===== config.mk =====
export PLATFORM = sky130hd
export DESIGN_NAME = spn_iter_cu
export DESIGN_NICKNAME = d
export VERILOG_FILES = /design/src/rtl/spn_sbox_pkg.sv /design/src/rtl/spn_round_step.sv /design/src/rtl/spn_iter_cu.sv
export SDC_FILE = /design/constraint.sdc
export NUM_CORES = 1
export LEC_CHECK = 0
export ABC_AREA = 1
export CORE_MARGIN = 10
export CORE_UTILIZATION = 55
export CTS_CLUSTER_DIAMETER = 200
export DETAILED_ROUTE_END_ITERATION = 12
export PLACE_DENSITY = 0.87
export RECOVER_POWER = 50
export SLEW_MARGIN = 20
export SYNTH_ARGS = -nofsm -noshare
export SYNTH_HDL_FRONTEND = slang
export SYNTH_HIERARCHICAL = 1
export SYNTH_SLANG_ARGS = --single-unit

===== constraint.sdc =====
create_clock -name clk -period 3.2 [get_ports clk]
set_clock_uncertainty 0.15 [all_clocks]
set_input_delay 0.8 -clock clk [delete_from_list [all_inputs] [get_ports clk]]
set_output_delay 0.8 -clock clk [all_outputs]
set_load 0.01 [all_outputs]

===== src/rtl/spn_sbox_pkg.sv =====
// Shared SPN primitives: 4-bit S-box pair, nibble/bit transpose, op and FSM encodings.
// Pure constants and functions; no state.
package spn_sbox_pkg;

  localparam int BLK_W = 16;

  localparam logic [3:0] SBOX [16] = '{
    4'hE, 4'h4, 4'hD, 4'h1, 4'h2, 4'hF, 4'hB, 4'h8,
    4'h3, 4'hA, 4'h6, 4'hC, 4'h5, 4'h9, 4'h0, 4'h7
  };

  localparam logic [3:0] SBOX_INV [16] = '{
    4'hE, 4'h3, 4'h4, 4'h8, 4'h1, 4'hC, 4'hA, 4'hF,
    4'h7, 4'hD, 4'h9, 4'h6, 4'hB, 4'h2, 4'h0, 4'h5
  };

  typedef enum logic {SPN_ENC, SPN_DEC} spn_op_e;

  typedef enum logic [1:0] {IDLE, RUN, DONE} spn_state_e;

  // Bit b of nibble j lands on bit j of nibble b; applying it twice is identity.
  function automatic logic [BLK_W-1:0] spn_perm(input logic [BLK_W-1:0] v);
    logic [BLK_W-1:0] p;
    p = '0;
    for (int j = 0; j < 4; j++) begin
      for (int b = 0; b < 4; b++) begin
        p[4*b+j] = v[4*j+b];
      end
    end
    return p;
  endfunction

  function automatic logic [BLK_W-1:0] spn_sub(input logic [BLK_W-1:0] v, input logic inv);
    logic [BLK_W-1:0] s;
    s = '0;
    for (int j = 0; j < 4; j++) begin
      s[4*j +: 4] = inv ? SBOX_INV[v[4*j +: 4]] : SBOX[v[4*j +: 4]];
    end
    return s;
  endfunction

endpackage


===== src/rtl/spn_round_step.sv =====
// One SPN round step (encrypt or inverse), purely combinational.
// key_a/key_b meaning depends on op: enc uses K[r]/K[N], dec uses K[N]/K[N-1-r].
module spn_round_step
  import spn_sbox_pkg::*;
(
  input  logic [BLK_W-1:0] i_v,
  input  spn_op_e          i_op,
  input  logic             i_is_first,
  input  logic             i_is_last,
  input  logic [BLK_W-1:0] i_key_a,
  input  logic [BLK_W-1:0] i_key_b,
  output logic [BLK_W-1:0] o_v
);

  always_comb begin
    o_v = i_v;
    if (i_op == SPN_ENC) begin
      if (i_is_last) o_v = spn_sub(i_v ^ i_key_a, 1'b0) ^ i_key_b;
      else           o_v = spn_perm(spn_sub(i_v ^ i_key_a, 1'b0));
    end else begin
      // First inverse step peels the final whitening key; later steps undo P then S.
      if (i_is_first) o_v = spn_sub(i_v ^ i_key_a, 1'b1) ^ i_key_b;
      else            o_v = spn_sub(spn_perm(i_v), 1'b1) ^ i_key_b;
    end
  end

endmodule


===== src/rtl/spn_iter_cu.sv =====
// Iterative 16-bit SPN enc/dec unit: one round per clock, result N_ROUNDS cycles after accept.
// Result holds while out_ready is low; a new request may be accepted on the retiring edge.
module spn_iter_cu
  import spn_sbox_pkg::*;
#(
  parameter  int N_ROUNDS = 3,
  localparam int KEY_W    = 16*(N_ROUNDS+1)
) (
  input  logic             clk,
  input  logic             rst_n,
  input  logic             in_valid,
  output logic             in_ready,
  input  logic             in_op,
  input  logic [15:0]      in_data,
  input  logic [KEY_W-1:0] in_key,
  output logic             out_valid,
  input  logic             out_ready,
  output logic [15:0]      out_data,
  output logic             out_op,
  output logic             busy
);

  localparam int CW = $clog2(N_ROUNDS+1);

  if (N_ROUNDS < 1 || N_ROUNDS > 8) begin : g_bad_n_rounds
    $error("spn_iter_cu: N_ROUNDS must be in 1..8");
  end

  spn_state_e       r_state, w_state_nxt;
  logic [CW-1:0]    r_cnt;
  logic [BLK_W-1:0] r_v;
  logic [KEY_W-1:0] r_key;
  logic             r_op;
  logic             w_accept, w_is_first, w_is_last;
  logic [BLK_W-1:0] w_v_nxt, w_key_a, w_key_b, w_enc_a, w_dec_b, w_key_top;

  assign w_is_first = (r_cnt == '0);
  assign w_is_last  = (r_cnt == CW'(N_ROUNDS-1));
  assign w_accept   = in_valid && in_ready;

  always_comb begin
    w_state_nxt = r_state;
    in_ready    = 1'b0;
    out_valid   = 1'b0;
    busy        = 1'b0;
    case (r_state)
      IDLE: begin
        in_ready = rst_n;
        if (in_valid && rst_n) w_state_nxt = RUN;
      end
      RUN: begin
        busy = 1'b1;
        if (w_is_last) w_state_nxt = DONE;
      end
      DONE: begin
        busy      = 1'b1;
        out_valid = 1'b1;
        in_ready  = rst_n && out_ready;
        if (out_ready) w_state_nxt = (in_valid && rst_n) ? RUN : IDLE;
      end
      default: w_state_nxt = IDLE;
    endcase
  end

  always_ff @(posedge clk) begin
    if (!rst_n) r_state <= IDLE;
    else        r_state <= w_state_nxt;
  end

  assign w_key_top = r_key[BLK_W*N_ROUNDS +: BLK_W];

  // Encrypt walks keys upward from K[0]; decrypt walks downward from K[N-1].
  always_comb begin
    w_enc_a = r_key[0 +: BLK_W];
    w_dec_b = r_key[BLK_W*(N_ROUNDS-1) +: BLK_W];
    for (int i = 0; i < N_ROUNDS; i++) begin
      if (r_cnt == CW'(i)) begin
        w_enc_a = r_key[BLK_W*i +: BLK_W];
        w_dec_b = r_key[BLK_W*(N_ROUNDS-1-i) +: BLK_W];
      end
    end
  end

  assign w_key_a = r_op ? w_key_top : w_enc_a;
  assign w_key_b = r_op ? w_dec_b   : w_key_top;

  spn_round_step u_step (
    .i_v        (r_v),
    .i_op       (spn_op_e'(r_op)),
    .i_is_first (w_is_first),
    .i_is_last  (w_is_last),
    .i_key_a    (w_key_a),
    .i_key_b    (w_key_b),
    .o_v        (w_v_nxt)
  );

  always_ff @(posedge clk) begin
    if (!rst_n) begin
      r_v   <= '0;
      r_key <= '0;
      r_op  <= 1'b0;
      r_cnt <= '0;
    end else if (w_accept) begin
      r_v   <= in_data;
      r_key <= in_key;
      r_op  <= in_op;
      r_cnt <= '0;
    end else if (r_state == RUN) begin
      r_v <= w_v_nxt;
      if (!w_is_last) r_cnt <= r_cnt + 1'b1;
    end
  end

  assign out_data = r_v;
  assign out_op   = r_op;

endmodule


# [After elaboration in Yosys (flattened, before gate mapping)]
# Memory sizes are Yosys's and may differ from the RTL's.
# Cells that the tools add are included.
# Widths: inputs -> output; s select.
[word_totals] latchBits=0 word_cells=100 ram_bits=0 mem_bits_ro=768 memories=12 inputBits=85 out_inout_bits=20 ff_bits=85
[mem_list] name="(name not given)" words=16 width=4 read_ports=1 rd_clocked_by_memory_dff=0 wr=0 line="spn_sbox_pkg.sv:37" text="s[4*j +: 4] = inv ? SBOX_INV[v[4*j +: 4]] : SBOX[v[4*j +: 4]];"
[mem_list] name="(name not given)" words=16 width=4 read_ports=1 rd_clocked_by_memory_dff=0 wr=0 line="spn_sbox_pkg.sv:37"
[mem_list] name="(name not given)" words=16 width=4 read_ports=1 rd_clocked_by_memory_dff=0 wr=0 line="spn_sbox_pkg.sv:37"
[mem_list] name="(name not given)" words=16 width=4 read_ports=1 rd_clocked_by_memory_dff=0 wr=0 line="spn_sbox_pkg.sv:37"
[mem_list] name="(name not given)" words=16 width=4 read_ports=1 rd_clocked_by_memory_dff=0 wr=0 line="spn_sbox_pkg.sv:37"
[mem_list] name="(name not given)" words=16 width=4 read_ports=1 rd_clocked_by_memory_dff=0 wr=0 line="spn_sbox_pkg.sv:37"
[mem_list] name="6 more memories"
[classes] n_reduce_logical=10 div_mod_pow=0 shifts=0 muxes=43 n_lt_le_gt_ge=8 multipliers=0 n_bitwise=14 add_sub_neg=1 n_eq_ne=7
[ops] operator="$mux 16" n=11
[ops] operator="$mux 4" n=24
[ops] operator="$xor 16x16->16" n=4
[ops] operator="$ge 5x5->1 const B" n=8
[ops] operator="$not 4->5" n=8
[ops] operator="$mux 2" n=3
[ops] operator="$pmux 2 s3" n=1
[ops] operator="$eq 2x1->1 const B" n=2
[ops] operator="$eq 2x2->1 const B" n=2
[ops] operator="$logic_not 2->1" n=2
[ops] operator="$ne 2x2->1 const B" n=2
[ops] operator="$reduce_or 2->1" n=2
[ops] operator="$logic_and 1x1->1" n=3
[ops] operator="$mux 1" n=3
[ops] operator="$reduce_and 3->1" n=1
[ops] operator="$add 2x1->2 const B" n=1
[ops] operator="$ne 2x1->1 const B" n=1
[ops] operator="$not 1->1" n=2
[ops] operator="$pmux 1 s2" n=1
[ops] operator="$reduce_and 2->1" n=1
[ops] operator="$reduce_bool 2->1" n=1

# [Logic depth before layout (Yosys ltp)]
[logic_depth] ltp_word=14 depth_mapped=25 depth_no_buf=23

# [By module]
# Netlist, hierarchy kept.
[by_module_without_submodules] module="spn_iter_cu" area_per_inst_um2=4236.6 n_inst=1 seq_area_each_um2=1701.6 cells_per_inst=619
[by_module_without_submodules] module="spn_round_step" area_per_inst_um2=3036.7 n_inst=1 seq_area_each_um2=0.0 cells_per_inst=602

# [Least setup slack after synthesis]
# OpenSTA, ideal clock, no wires.
[synth_path] path_type="flip-flop to flip-flop" startpoint="reg r_cnt[0]" endpoint="reg r_v[2] (netlist: out_data[2])" setup_ps=71 period_less_slack_ps=2920 required_time_ps=2979 slack_ps=280 stages_incl_launch_ff=23 t_arrival_ps=2699 cell_sequence="dfxtp_1 > inv_1 > ha_1 > buf_2 > clkbuf_1 > a21oi_1 > o21ai_0 > o21ai_0 > xor2_1 > ha_1 > inv_1 > nand2_1 > nand2_1 > nand2_1 > nand2_1 > nand2_1 > nand3_1 > nand2_1 > nand2_1 > nand2_1 > nand2_1 > nand2_1 > a21oi_1"
[synth_via] elab_cells_between_ends=29 classes_between="2 x eq/ne; 17 x mux; 6 x bitwise; 1 x reduce/logical; 3 x memory"
[synth_lines] element="start, declared" line="spn_iter_cu.sv:30" text="logic [CW-1:0] r_cnt;"
[synth_lines] element="start signal, assigned" line="spn_iter_cu.sv:110" text="if (!w_is_last) r_cnt <= r_cnt + 1'b1;"
[synth_lines] element="$eq 2x2->1 *" line="spn_iter_cu.sv:38" text="assign w_is_last = (r_cnt == CW'(N_ROUNDS-1));"
[synth_lines] element="named net w_is_last" line="spn_iter_cu.sv:34" text="logic w_accept, w_is_first, w_is_last;"
[synth_lines] element="$mux 16 *" line="spn_iter_cu.sv:77" text="if (r_cnt == CW'(i)) begin"
[synth_lines] element="$mux 16 *" line="spn_iter_cu.sv:84" text="assign w_key_a = r_op ? w_key_top : w_enc_a;"
[synth_lines] element="named net w_key_a[0]" line="spn_iter_cu.sv:35" text="logic [BLK_W-1:0] w_v_nxt, w_key_a, w_key_b, w_enc_a, w_dec_b, w_key_top;"
[synth_lines] element="$xor 16x16->16 *" line="spn_round_step.sv:18, spn_round_step.sv:22"
[synth_lines] element="$not 4->5 *"
[synth_lines] element="$mem_v2 16x4"
[synth_lines] element="$mux 4"
[synth_lines] element="$mux 4 (implied by the code)" line="spn_sbox_pkg.sv:37"
[synth_lines] element="$xor 16x16->16 (on tied branches)" line="spn_round_step.sv:18, spn_round_step.sv:22"
[synth_lines] element="$mux 16 (on tied branches)" line="spn_round_step.sv:18, spn_round_step.sv:22"
[synth_lines] element="$mux 16 *" line="spn_round_step.sv:17" text="if (i_op == SPN_ENC) begin"
[synth_lines] element="named net w_v_nxt[2]" line="spn_iter_cu.sv:35"
[synth_lines] element="$mux 16 *" line="spn_iter_cu.sv:108" text="end else if (r_state == RUN) begin"
[synth_lines] element="$mux 16 *" line="spn_iter_cu.sv:103" text="end else if (w_accept) begin"
[synth_lines] element="end signal, assigned" line="spn_iter_cu.sv:104" text="r_v <= in_data;"
[synth_lines] element="end signal, assigned" line="spn_iter_cu.sv:109" text="r_v <= w_v_nxt;"
[synth_lines] element="end, declared" line="spn_iter_cu.sv:31" text="logic [BLK_W-1:0] r_v;"
# Mark *: on every way through the listed nets, which the timed path passes. The rest lies on a longest branch. The select of a mux whose other input is x is not followed.
# A chain may end at the register's enable or synchronous reset.

# [Final worst setup path]
[layout_path] startpoint="in out_ready" endpoint="out in_ready"
[layout_via] elab_chain_cells=2
[layout_lines] element="start, declared" line="spn_iter_cu.sv:17" text="input logic out_ready,"
[layout_lines] element="$logic_and 1x1->1" line="spn_iter_cu.sv:58" text="in_ready = rst_n && out_ready;"
[layout_lines] element="$pmux 1 s2" line="spn_iter_cu.sv:46" text="case (r_state)"
[layout_lines] element="end, declared" line="spn_iter_cu.sv:12" text="output logic in_ready,"
# No other way between the ends.

==> results.md <==
Place:
- The placed instance count is 1467.
- The congestion estimate from routability-driven global placement came to 0.981.
- The estimated wirelength of the detail-placed design is 18700 um.
- Timing analysis after detailed placement gives a worst setup slack of -0.0120 ns.
- Buffers placed on the I/O ports in this run total 104.

Logic synthesis:
- The total nets after synthesis is 1351.
- In the post-synthesis netlist, the biggest area contributors are dfxtp_1 (23%), nand2_1 (19%), nand3_1 (16%).
- The share of the synthesized area in the top cell type is 23.4%.
- The sequential fraction of the synthesis area is 23.4%.
- The fraction of registers with async set/reset is 0%.
- Sorting the synthesized cells by how often they occur yields nand2_1 (361), nand3_1 (233), o21ai_0 (168), inv_1 (121), dfxtp_1 (85).
- The synthesized design spends more area on one cell type than any other, namely dfxtp_1.
- The synthesized netlist contains 28 unique library cells.
- The number of register bits inferred by synthesis is 85.
- Yosys mapped a number of flops with a built-in enable equal to 0.
- The most common cell in the netlist is nand2_1.
- The cell area that synthesis handed to floorplanning was 7270 sq um.
- Counting every instance in the synthesized netlist gives 1221.
- The most used flip-flop cell after synthesis is dfxtp_1.
- For this run, the number of Yosys warnings is 6.
- The mean cell area of the mapped netlist is 5.96 sq um.

Die:
- The total area inside the core boundary comes to 12800 sq um.
- The width of the die is 135 um.
- The die area is 18200 sq um.
- The initial cell density of the core is 56.9%.
- The site row count is 41.
- The die extent in y is 135 um.
- The top-level I/O count is 105.

Route:
- The post-route DRC violation count is 0.
- The average wire per cell in the routed design is 17.2 um.
- For this block, the via count after detailed routing is 8785.
- The violation count after the first detailed-routing iteration is 1340.
- The number of detailed-routing iterations run before antenna repair is 6.
- The detail route stage leaves a number of antenna-violating nets equal to 0.
- In the routed layout, each cell is associated on average with a via count of 5.88.
- The final routed wirelength across all metal layers is 25700 um.

CTS:
- In this run the number of H-tree levels came out at 3.
- The clock reaches the later pin of the worst-skew pair after 0.36 ns.
- TritonCTS built the clock tree.
- The CTS buffer count is 9.
- The clock transition at the registers of the reported paths is 0.06 ns.
- The maximum buffer depth of the clock tree is 2.
- The cell at the root of the clock tree is clkbuf_16.
- The count of clock tree sinks is 85.

Pwr:
- The leakage component of the power is 4.03 nW.
- The switching fraction of total power is 54.4%.
- The worst vdd rail ir drop is 0.527 mV.
- Sequential cells burn 16.7% of the power.
- The switching power is 0.00559 W.
- The power per cell area is 1140 nW/um^2.
- Per report_power, the combinational group accounts for 72.4% of the total.
- The part of the total power dissipated in the clock network is 10.9%.
- The internal power of the cells totals 0.00468 W.

Layout:
- The number of cells in the finished layout apart from fillers is 1495.
- The repair_antennas step left the layout with diodes totalling 0.
- The utilization after layout is 70.6%.
- The net count of the finished layout is 1448.
- Of the cells placed in the final design, the portion with a size suffix greater than 1 is 7.71%.
- The area growth from synthesis to final layout is 24.0%.
- The layout has 1076 filler cells.

Global routing:
- The initial antenna violation count came to 0.
- The pin count of the biggest net entering global routing is 55.
- The total congestion overflow after global routing is 0.
- Global routing used 26.6% of the available tracks.
- The via count of the first global-routing pass came to 7740.
- The wire length of the first global-routing pass is 39400 um.

STA:
- The total count of hold-check failures in the final report is 0.
- The worst-case headroom to the max-slew limit is 39.1%.
- The final setup violation count is 0.
- The part of the cycle the worst path needs is 94.5%.
- The routed design could run at a clock period as short as 3.02 ns.
- The total count of max-transition violations in the final report came to 0.
- The maximum clock frequency is 331 MHz.
- Setup slack closes at 0.176 ns.
- The tightest hold path in the finished design has a slack of 0.328 ns.
- At the pin with the least slew margin, the transition time is 0.914 ns.

Critical path:
- The worst register-to-register path has a depth of 18.
- Data on the critical path arrives at its endpoint at 2.07 ns.
- The required time of the critical path is 2.25 ns.
- The internal reg-to-reg setup slack is 0.20 ns.
- STA classifies the critical path endpoint as a primary output.
- The endpoint of the most critical register-to-register path is out_data[4]$_SDFFE_PN0P_.
- The start of the worst register-to-register path is r_cnt[0]$_SDFFE_PP0P_.
- The worst setup path category is in2out.
- STA classifies the critical path startpoint as a primary input.
- The largest fanout on the critical path is 2.

Hold path:
- The startpoint identified for the worst hold timing path is r_key[30]$_SDFFE_PN0P_.
- The path with the worst hold slack has its endpoint at r_key[30]$_SDFFE_PN0P_.
- The worst hold path class is reg2reg.
- The cell depth of the worst hold path is 2.

Job:
- Across the run, the number of max-cap violations was 0.

Run status:
- The flow ran to the end, and the final reports show no timing, DRC or antenna violations.
==> flip-flops by register name, summed over array words and instances (netlist names) <==
signal and flops:
r_key 64, out_data 16, r_cnt 2, r_state 2, out_op 1
==> through the flow <==
step / TNS (ns) / total power [W] / cell area [sq um]
6_report: 0 / 0.0103 / 9020
5_1_grt: -0.160 / 0.0112 / 9020
4_1_cts: 0 / 0.00978 / 8860
3_5_place_dp: -0.0172 / 0.00858 / 8510
3_3_place_gp: 0 / 0.00844 / 8510
2_1_floorplan: 0 / 0.00672 / 7270
==> worst max-delay path by stage <==
stage | end | from | slack [ns]
floorplan | out_data[2]$_SDFFE_PN0P_ | r_cnt[0]$_SDFFE_PP0P_ | 0.28
global placement | out_data[6]$_SDFFE_PN0P_ | r_cnt[0]$_SDFFE_PP0P_ | 0.01
detailed placement | out_data[3]$_SDFFE_PN0P_ | r_cnt[0]$_SDFFE_PP0P_ | -0.01
CTS | out_data[7]$_SDFFE_PN0P_ | r_cnt[1]$_SDFFE_PP0P_ | 0.02
global route | out_data[8]$_SDFFE_PN0P_ | r_cnt[1]$_SDFFE_PP0P_ | -0.06
finish | in_ready | out_ready | 0.18
==> critical path: stages <==
cell             delay [ns]
clkdlybuf4s50_1        0.50
nand2_1                0.09
a21oi_1                0.13
clkdlybuf4s50_1        0.55
==> power by group through the flow <==
stage | sequential (W) | combinational, W | clock (W)
after floorplan | 0.00162 | 0.00510 | 0
after CTS | 0.00171 | 0.00696 | 0.00112
after global routing | 0.00175 | 0.00829 | 0.00116
after detailed placement | 0.00172 | 0.00686 | 0
final | 0.00171 | 0.00744 | 0.00112
after global placement | 0.00171 | 0.00673 | 0
==> kinds of logic (layout without fill, tap and decap cells) <==
| logic type | Yosys count | count (layout) | share of synthesized area, % |
|---|---|---|---|
| adder cells (fa/ha/maj) | 45 | 45 | 7.74 |
| AND/OR/NAND/NOR | 634 | 634 | 37.9 |
| XOR/XNOR | 11 | 11 | 1.94 |
| AO/OA/AOI/OAI | 252 | 252 | 17.9 |
| flip-flops | 85 | 85 | 23.4 |
| buffers and inverters | 194 | 296 | 11.1 |
==> cell type report <==
class                   count  area, sq um  area share (%)
multi-input cells         942         4840            53.7
flip-flops and latches     85         1710            18.9
repair buffers            152         1450            16.1
inverters                 128          480            5.33
clock buffers               9          225            2.50
well taps                 172          215            2.39
clock inverters             7         92.6            1.03
==> cell usage in the layout (no fill, tap or decap), types with 2 or more instances in the layout <==
master           count
clkinv_4             3
o21ai_1             24
xnor2_1              3
nand3b_1            17
o21ai_0            143
xor2_2               4
xor2_1               2
inv_1              119
inv_2                6
nor2_1              14
ha_4                 2
clkbuf_16           10
nand2_2             13
dfxtp_1             83
a21oi_1             61
clkdlybuf4s50_1     94
buf_12               3
buf_4               41
nand2_1            353
ha_1                43
o22ai_1              2
clkinv_1             3
o21ai_2              6
nand3_1            232
o211ai_1            15
dlygate4sd3_1       10
xnor2_2              2
or2_2                2
==> routing by layer <==
| metal | track usage, % | wire length, um | up-vias |
|---|---|---|---|
| li1 | - | - | 4230 |
| met1 | 33.1 | 10200 | 3941 |
| met2 | 44.1 | 11900 | 519 |
| met3 | 4.15 | 2420 | 95 |
| met4 | 12.0 | 1230 | 0 |
| met5 | 0 | 0 | - |
==> timing repair <==
| action | 4_1_cts | 5_1_grt |
|---|---|---|
| endpoints found under the setup margin | 8 | 16 |
| setup buffers | 2 | 9 |
| resized for setup | 4 | 45 |
| hold buffers | 0 | 0 |
| pin swaps | 1 | 12 |
| cloned | 0 | 1 |
Note: power is estimated with default switching activity, not from simulation.
